File: src/rtl/serial_add_sub_if.sv
// ---------------------------------------------------------------------------
// serial_add_sub_if
// Request/result bundle for the bit-serial adder/subtractor.
//   start  : request pulse, sampled only while busy=0
//   sub    : 0 = a+b, 1 = a-b (sampled with start)
//   a, b   : WIDTH-bit operands (sampled with start)
//   busy   : operation in progress
//   done   : one-cycle pulse, result/c_out/ovf just updated
//   result : sum/difference modulo 2^WIDTH
//   c_out  : final carry (for sub: 1 = no borrow)
//   ovf    : signed two's-complement overflow
// master drives the request side, slave (the adder) drives the result side.
// ---------------------------------------------------------------------------
interface serial_add_sub_if #(
   parameter int WIDTH = 8
);
   logic             start;
   logic             sub;
   logic [WIDTH-1:0] a;
   logic [WIDTH-1:0] b;
   logic             busy;
   logic             done;
   logic [WIDTH-1:0] result;
   logic             c_out;
   logic             ovf;

   modport master (
      output start, sub, a, b,
      input  busy, done, result, c_out, ovf
   );

   modport slave (
      input  start, sub, a, b,
      output busy, done, result, c_out, ovf
   );
endinterface

File: src/rtl/serial_add_sub.sv
// ---------------------------------------------------------------------------
// serial_add_sub
// Bit-serial adder/subtractor: one full-adder cell plus a carry flop, one bit
// per clock, LSB first. A start accepted in IDLE latches the operands; the
// result, carry and signed overflow are published WIDTH edges later together
// with a one-cycle done pulse.
// Ports:
//   clk : rising-edge clock
//   rst : asynchronous, active-high reset
//   bus : serial_add_sub_if slave (start/sub/a/b in; busy/done/result/c_out/ovf out)
// ---------------------------------------------------------------------------
module serial_add_sub #(
   parameter int WIDTH = 8
) (
   input  logic              clk,
   input  logic              rst,
   serial_add_sub_if.slave   bus
);

   localparam int CNT_W = (WIDTH > 2) ? $clog2(WIDTH) : 1;
   localparam logic [CNT_W-1:0] LAST_BIT = CNT_W'(WIDTH - 1);

   typedef enum logic {IDLE = 1'b0, RUN = 1'b1} state_t;

   state_t           r_state;
   state_t           w_state_nxt;

   logic [WIDTH-1:0] r_op_a;
   logic [WIDTH-1:0] r_op_b;
   logic [WIDTH-1:0] r_acc;
   logic             r_carry;
   logic [CNT_W-1:0] r_cnt;
   logic             r_done;
   logic [WIDTH-1:0] r_result;
   logic             r_c_out;
   logic             r_ovf;

   logic             w_accept;
   logic             w_last;
   logic             w_sum;
   logic             w_carry_nxt;

   assign w_accept = (r_state == IDLE) && bus.start;
   assign w_last   = (r_state == RUN) && (r_cnt == LAST_BIT);

   // The single full-adder cell working on the current LSBs.
   assign w_sum       = r_op_a[0] ^ r_op_b[0] ^ r_carry;
   assign w_carry_nxt = (r_op_a[0] & r_op_b[0]) | (r_op_a[0] & r_carry) |
                        (r_op_b[0] & r_carry);

   // State register
   always_ff @(posedge clk or posedge rst) begin
      if (rst) begin
         r_state <= IDLE;
      end else begin
         r_state <= w_state_nxt;
      end
   end

   // Next-state logic
   always_comb begin
      w_state_nxt = r_state;
      case (r_state)
         IDLE:    if (bus.start) w_state_nxt = RUN;
         RUN:     if (r_cnt == LAST_BIT) w_state_nxt = IDLE;
         default: w_state_nxt = IDLE;
      endcase
   end

   // Outputs: busy follows the state; the rest come from registers.
   always_comb begin
      bus.busy   = (r_state == RUN);
      bus.done   = r_done;
      bus.result = r_result;
      bus.c_out  = r_c_out;
      bus.ovf    = r_ovf;
   end

   // Datapath: operand shift registers, carry, accumulator, published results.
   always_ff @(posedge clk or posedge rst) begin
      if (rst) begin
         r_op_a   <= '0;
         r_op_b   <= '0;
         r_acc    <= '0;
         r_carry  <= 1'b0;
         r_cnt    <= '0;
         r_done   <= 1'b0;
         r_result <= '0;
         r_c_out  <= 1'b0;
         r_ovf    <= 1'b0;
      end else begin
         r_done <= 1'b0;
         if (w_accept) begin
            // Subtraction is a + ~b + 1: invert b and seed the carry with 1.
            r_op_a  <= bus.a;
            r_op_b  <= bus.sub ? ~bus.b : bus.b;
            r_carry <= bus.sub;
            r_cnt   <= '0;
         end else if (r_state == RUN) begin
            r_op_a  <= r_op_a >> 1;
            r_op_b  <= r_op_b >> 1;
            r_acc   <= {w_sum, r_acc[WIDTH-1:1]};
            r_carry <= w_carry_nxt;
            r_cnt   <= r_cnt + 1'b1;
            if (w_last) begin
               // On the MSB, r_carry is the carry into the sign bit and
               // w_carry_nxt the carry out; they differ on signed overflow.
               r_result <= {w_sum, r_acc[WIDTH-1:1]};
               r_c_out  <= w_carry_nxt;
               r_ovf    <= r_carry ^ w_carry_nxt;
               r_done   <= 1'b1;
            end
         end
      end
   end

endmodule

File: src/flat_wrapper.sv
// flat-port wrapper written by rule: the top's interface ports become plain ports
module serial_add_sub_flat 
#(
   parameter int WIDTH = 8
)
  (clk, rst, bus_start, bus_sub, bus_a, bus_b, bus_busy, bus_done, bus_result, bus_c_out, bus_ovf);
  serial_add_sub_if #(.WIDTH(WIDTH)) bus_i ();
  input  logic clk;
  input  logic rst;
  input wire logic [$bits(bus_i.start)-1:0] bus_start;
  input wire logic [$bits(bus_i.sub)-1:0] bus_sub;
  input wire logic [$bits(bus_i.a)-1:0] bus_a;
  input wire logic [$bits(bus_i.b)-1:0] bus_b;
  output wire logic [$bits(bus_i.busy)-1:0] bus_busy;
  output wire logic [$bits(bus_i.done)-1:0] bus_done;
  output wire logic [$bits(bus_i.result)-1:0] bus_result;
  output wire logic [$bits(bus_i.c_out)-1:0] bus_c_out;
  output wire logic [$bits(bus_i.ovf)-1:0] bus_ovf;
  assign bus_i.start = bus_start;
  assign bus_i.sub = bus_sub;
  assign bus_i.a = bus_a;
  assign bus_i.b = bus_b;
  assign bus_busy = bus_i.busy;
  assign bus_done = bus_i.done;
  assign bus_result = bus_i.result;
  assign bus_c_out = bus_i.c_out;
  assign bus_ovf = bus_i.ovf;
  serial_add_sub #(.WIDTH(WIDTH)) u_core (.clk(clk), .rst(rst), .bus(bus_i));
endmodule
File: config.mk
export PLATFORM = sky130hd
export DESIGN_NAME = serial_add_sub_flat
export DESIGN_NICKNAME = d
export VERILOG_FILES = /design/src/rtl/serial_add_sub_if.sv /design/src/rtl/serial_add_sub.sv /design/src/flat_wrapper.sv
export SDC_FILE = /design/constraint.sdc
export NUM_CORES = 1
export LEC_CHECK = 0
export BUFFER_PORTS_ARGS = -buffer_cell sky130_fd_sc_hd__buf_2
export CORE_MARGIN = 2
export CORE_UTILIZATION = 30
export CTS_BUF_LIST = sky130_fd_sc_hd__clkbuf_16
export CTS_CLUSTER_SIZE = 20
export DETAILED_ROUTE_END_ITERATION = 10
export PLACE_DENSITY_LB_ADDON = 0.08
export SETUP_SLACK_MARGIN = 0.15
export SKIP_LAST_GASP = 1
export SYNTH_ARGS = -nofsm -noshare
export SYNTH_HDL_FRONTEND = slang
export SYNTH_SLANG_ARGS = --single-unit
File: constraint.sdc
create_clock -name clk -period 1.65 [get_ports clk]
set_input_delay 0.2475 -clock clk [delete_from_list [all_inputs] [get_ports clk]]
set_output_delay 0.2475 -clock clk [all_outputs]
set_load 0.01 [all_outputs]
=== Yosys cells after proc, flatten, opt, wreduce, memory -nomap -nowiden ===
Cells that the tools add are included.

* Register bits: 40
* Output and inout port bits: 12

* Add/subtract/negate cells: 1
* Equal/unequal tests: 1
* Multiplexer cells: 15
* Bitwise gates (word level): 11
* Reductions and logical operators: 5

{| class="wikitable"
|+ Operator list
! kind !! count
|-
| two-way mux 8 bit || 5
|-
| inverter 8 bit || 1
|-
| two-way mux 1 bit || 7
|-
| two-way mux 3 bit || 2
|-
| adder 3 x 1 -> 3 bit, second input constant || 1
|-
| bitwise AND 1 bit || 3
|-
| equality test 3 bit, second input constant || 1
|-
| AND reduction 3 bit || 1
|-
| bitwise XOR 1 bit || 3
|-
| logical AND 1 bit || 2
|-
| inverter 1 bit || 2
|-
| OR 1 bit || 2
|-
| one-hot mux 1 bit (2 select lines) || 1
|-
| AND reduction 2 bit || 1
|-
| nonzero test 2 bit || 1
|}

=== Depth between registers and ports, before layout ===
* Depth in word-level cells: 5
* Depth in mapped cells: 5

=== Least setup slack after synthesis ===
No wires, ideal clock.

* Path type: register to register
* From: register u_core.r_cnt[0]
* To: register u_core.r_c_out (netlist: u_core.bus.c_out)
* Data arrival time: 1.303 ns
* Data required time: 1.525 ns
* Path slack: 0.222 ns
* Stages on the path, launching flop included: 6
* Buffers on the path: 1
* Clock period less this slack: 1.428 ns
* Cells stage by stage: dfrtp_1 > ha_1 > ha_1 > nand2_1 > buf_6 > mux2_4

* Word-level cells in the longest chain between the ends: 3

{| class="wikitable"
|+ RTL lines
! what !! line !! RTL
|-
| start: declaration || serial_add_sub.sv:32 || <nowiki>logic [CNT_W-1:0] r_cnt;</nowiki>
|-
| start signal: assignment || serial_add_sub.sv:104 || <nowiki>r_cnt <= r_cnt + 1'b1;</nowiki>
|-
| equality test 3 bit || serial_add_sub.sv:44 || <nowiki>assign w_last = (r_state == RUN) && (r_cnt == LAST_BIT);</nowiki>
|-
| logical AND 1 bit || serial_add_sub.sv:44 ||
|-
| AND reduction 3 bit (no source line) || -- ||
|-
| end signal: assignment || serial_add_sub.sv:109 || <nowiki>r_c_out <= w_carry_nxt;</nowiki>
|-
| end: declaration || serial_add_sub.sv:35 || <nowiki>logic r_c_out;</nowiki>
|}

Every way passes these cells.
A chain may end at the register's enable or synchronous reset.

=== Worst setup path in the final report ===
* From: register u_core.r_cnt[0]
* To: register u_core.r_result[7] (netlist: u_core.bus.result[7])

* Word-level cells in the longest chain between the ends: 3

{| class="wikitable"
|+ RTL lines
! what !! line !! RTL
|-
| equality test 3 bit || serial_add_sub.sv:44 ||
|-
| logical AND 1 bit || serial_add_sub.sv:44 ||
|-
| AND reduction 3 bit (no source line) || -- ||
|-
| end signal: assignment || serial_add_sub.sv:108 || <nowiki>r_result <= {w_sum, r_acc[WIDTH-1:1]};</nowiki>
|-
| end: declaration || serial_add_sub.sv:34 || <nowiki>logic [WIDTH-1:0] r_result;</nowiki>
|}

Every way passes these cells.

==> metrics.md <==
| Metric | Value |
|---|---|
| R2R Setup Slk | `around 0.23 ns` |
| Crit-path max cell delay | `around 0.38 ns` |
| Synth Register Bits | `39` |
| Simple-gate share of the synthesized area | `0.0834` |
| Initial Util | `0.313` |
| Max-Cap Viols | `0` |
| Required @ worst endpoint | `between 1.5 and 2 ns` |
| Compound-Gate Fraction of Synth Area | `0.0847` |
| Cell Area, Synth | `~0.0019 sq mm` |
| TNS Setup | `0 ns` |
| Final Skew | `0.00396 ns` |
| Row count | `28` |
| Core area | `between 0.005 and 0.006 sq mm` |
| Vias per cell | `4.54` |
| Drt pass-1 iters | `4` |
| CP top delay family | `flip-flops` |
| Io pins | `32` |
| Area of all sequential standard cells | `~980 sq um` |
| DRT antenna net count | `0` |
| Aggregate global routing overflow | `0` |
| Static Leak | `1.16 nW` |
| Final Hold Viols | `0` |
| Final Cell Area | `0.00232 sq mm` |
| Post-Synth XOR/XNOR Area | `0.0420` |
| Setup crit end kind | `flop` |
| Initial antenna violation count | `0` |
| Crit path cell chain | `ha_2 -> ha_4 -> nand2_4 -> buf_12 -> mux2_2` |
| Root Driver | `clkbuf_16` |
| IO buf count | `31` |
| Clock buffer depth | `2` |
| Critical path type | `flop to flop` |
| First-pass GRT wire length | `slightly below 6000 um` |
| Syn Inst Count | `roughly 140` |
| Utilization after layout | `0.387` |
| CP arrival | `about 1.6 ns` |
| Clock Sinks | `39` |
| DR vias | `between 1k and 1.5k` |
| DRC | `0` |
| Worst-path maximum fanout | `6` |
| Worst slew pin tran | `0.508 ns` |
| Worst hold-check path type | `primary input to async pin` |
| Syn nets | `160` |
| Worst Reg-to-Reg Cells | `5` |
| WL/cell | `~14 um` |
| Adder-cell share of the synthesized area | `0.0240` |
| Area growth syn-to-layout | `23.7%` |
| Worst-Skew Late Latency | `~0.28 ns` |
| Largest family of logic cells by synthesized area | `multiplexers` |
| Avg Cell Area, Syn | `between 10 and 15 sq um` |
| Filler cell count | `a little under 600` |
| Final worst slack | `0.229 ns` |
| WL final | `around 3400 um` |
| Seq/Total Area, Yosys | `0.520` |
| VDD IR max | `~600 uV` |
| Nets | `just under 200` |
| H-Tree Level Count | `2` |
| Tcrit/Tclk final | `0.861` |
| Critical Path Start Type | `flop` |
| Multi-input gate area | `between 800 and 900 sq um` |
| Outcome | `finished clean` |
| Max Fclk | `between 0.7 and 0.8 GHz` |
| Initial DRC Count | `33` |
| Number of setup violations in the final report | `0` |
| GRT Total Usage | `0.105` |
| Final HPWL DP | `between 2000 and 2500 um` |
| CTS tree | `yes` |
| Die area | `~0.0069 sq mm` |
| Largest net degree at the start of global routing | `40` |
| Multiplexer share of the synthesized area | `0.190` |
| PD cells | `roughly 1900 mW/mm^2` |
| WP buf/inv | `1` |
| Yosys cell types | `25` |
| ANT cells | `0` |
| Reg2reg end | `u_core.bus.result[7]$_DFFE_PP0P_` |
| Most frequent cells in the layout | `dfrtp_1, buf_2, mux2_4, nand2_1` |
| Most common cell after layout, fill and taps aside | `dfrtp_1` |
| CTS buffer count | `5` |
| Slew margin rel. | `0.662` |
| Layout cell share with drive strength beyond 1 | `0.449` |
| Total power | `between 4 and 5 mW` |
| Cts hold-fix bufs | `0` |
| Chip width | `~83 um` |
| Crit path time final | `about 1.4 ns` |
| Area after DPL | `between 0.002 and 0.0025 sq mm` |
| RSZ-0062 raised after global routing | `no` |
| DIE HEIGHT | `roughly 83 um` |
| Fin. max-slew vios | `0` |
| Vias in the first global route | `~1.2k` |
| Clock transition at the registers of the reported paths | `0.06 ns` |
| Synth Warn # | `0` |
| GPL Wtd Cong | `approximately 0.66` |
| Critical Path Slowest Stage Cell | `dfrtp_1` |
| RR Startpoint | `u_core.r_cnt[0]$_DFFE_PP0P_` |
| Setup WS pre-CTS | `between 0.1 and 0.15 ns` |
-- synth_stat cells --
library cell   n  area, sq um
or2b_4         1         11.3
buf_2          1         5.00
xor2_1         1         8.76
dfrtp_1       39          976
a21oi_1        1         5.00
inv_1          2         7.51
nor2_2         1         6.26
nand2_1       17         63.8
mux2_4        17          255
o21ai_1        9         45.0
ha_1           2         25.0
buf_4          1         7.51
clkbuf_4       1         7.51
buf_12         1         20.0
or3b_1         7         61.3
nand2b_1       1         6.26
mux2_2         1         11.3
mux2i_1        9         90.1
o211ai_2       7         87.6
nor2_1         2         7.51
xnor2_1        8         70.1
a211oi_2       1         12.5
a22o_1         1         8.76
buf_6          5         56.3
fa_1           1         20.0
-- worst max path at each step --
stage / start / to / depth (start not counted)
after detailed placement: u_core.r_cnt[0]$_DFFE_PP0P_ / u_core.bus.result[7]$_DFFE_PP0P_ / 5
after global routing: u_core.r_cnt[0]$_DFFE_PP0P_ / u_core.bus.result[7]$_DFFE_PP0P_ / 5
after floorplan: u_core.r_cnt[0]$_DFFE_PP0P_ / u_core.bus.c_out$_DFFE_PP0P_ / 5
after CTS: u_core.r_cnt[1]$_DFFE_PP0P_ / u_core.bus.ovf$_DFFE_PP0P_ / 5
final: u_core.r_cnt[0]$_DFFE_PP0P_ / u_core.bus.result[7]$_DFFE_PP0P_ / 5
after global placement: u_core.r_cnt[0]$_DFFE_PP0P_ / u_core.bus.result[7]$_DFFE_PP0P_ / 5
-- where the power goes --
group	switching [mW]	internal (mW)
Clock	0.359	0.704
Combinational	0.690	0.969
Sequential	0.261	1.37
Total	1.31	3.04
-- flip-flops by register name, indices dropped and copies added (netlist names), 3 cells and up --
signal,count
u_core.bus.result,8
u_core.r_op_b,8
u_core.r_acc,7
u_core.r_op_a,8
u_core.r_cnt,3
-- through the flow --
| stage | hold WS (ns) | std cells |
|---|---|---|
| 6_report | 0.0839 | 251 |
| 5_1_grt | 0.153 | 251 |
| 4_1_cts | 0.115 | 251 |
| 3_5_place_dp | 0.413 | 240 |
| 3_3_place_gp | 0.396 | 240 |
| 2_1_floorplan | 0.404 | 137 |
-- routing by layer --
| layer | part of all wire | track usage |
|---|---|---|
| met5 | 0 | 0 |
| met4 | 0.0073 | 0.0224 |
| met3 | 0.054 | 0.0408 |
| met2 | 0.49 | 0.174 |
| met1 | 0.45 | 0.129 |
-- timing repair --
action | in CTS | in global routing
gates cloned | 1 | 0
endpoints found under the setup margin | 9 | 5
resized for setup | 5 | 3
buffers inserted | 2 | 0
pin swaps | 2 | 1
-- cell type report --
class / instances / share of cell area
sequential: 39 / 0.420
clock buffer: 5 / 0.0539
tap: 75 / 0.0404
timing repair buffer: 40 / 0.112
clock inverter: 3 / 0.0167
inverter: 2 / 0.00323
multi-input combinational: 87 / 0.354
-- cell families after synthesis --
| kind of cell | count (synthesis) |
|---|---|
| flip-flops | 39 |
| AND/OR/NAND/NOR | 29 |
| multiplexers | 27 |
| AO/OA/AOI/OAI | 19 |
| buffers and inverters | 11 |
| XOR/XNOR | 9 |
| adder cells (fa/ha/maj) | 3 |
-- tightest hold or removal path: stages --
cell and delay, ns:
buf_2 0.09, inv_1 0.04, buf_4 0.42
No activity file was read; power rests on OpenSTA's default activity.
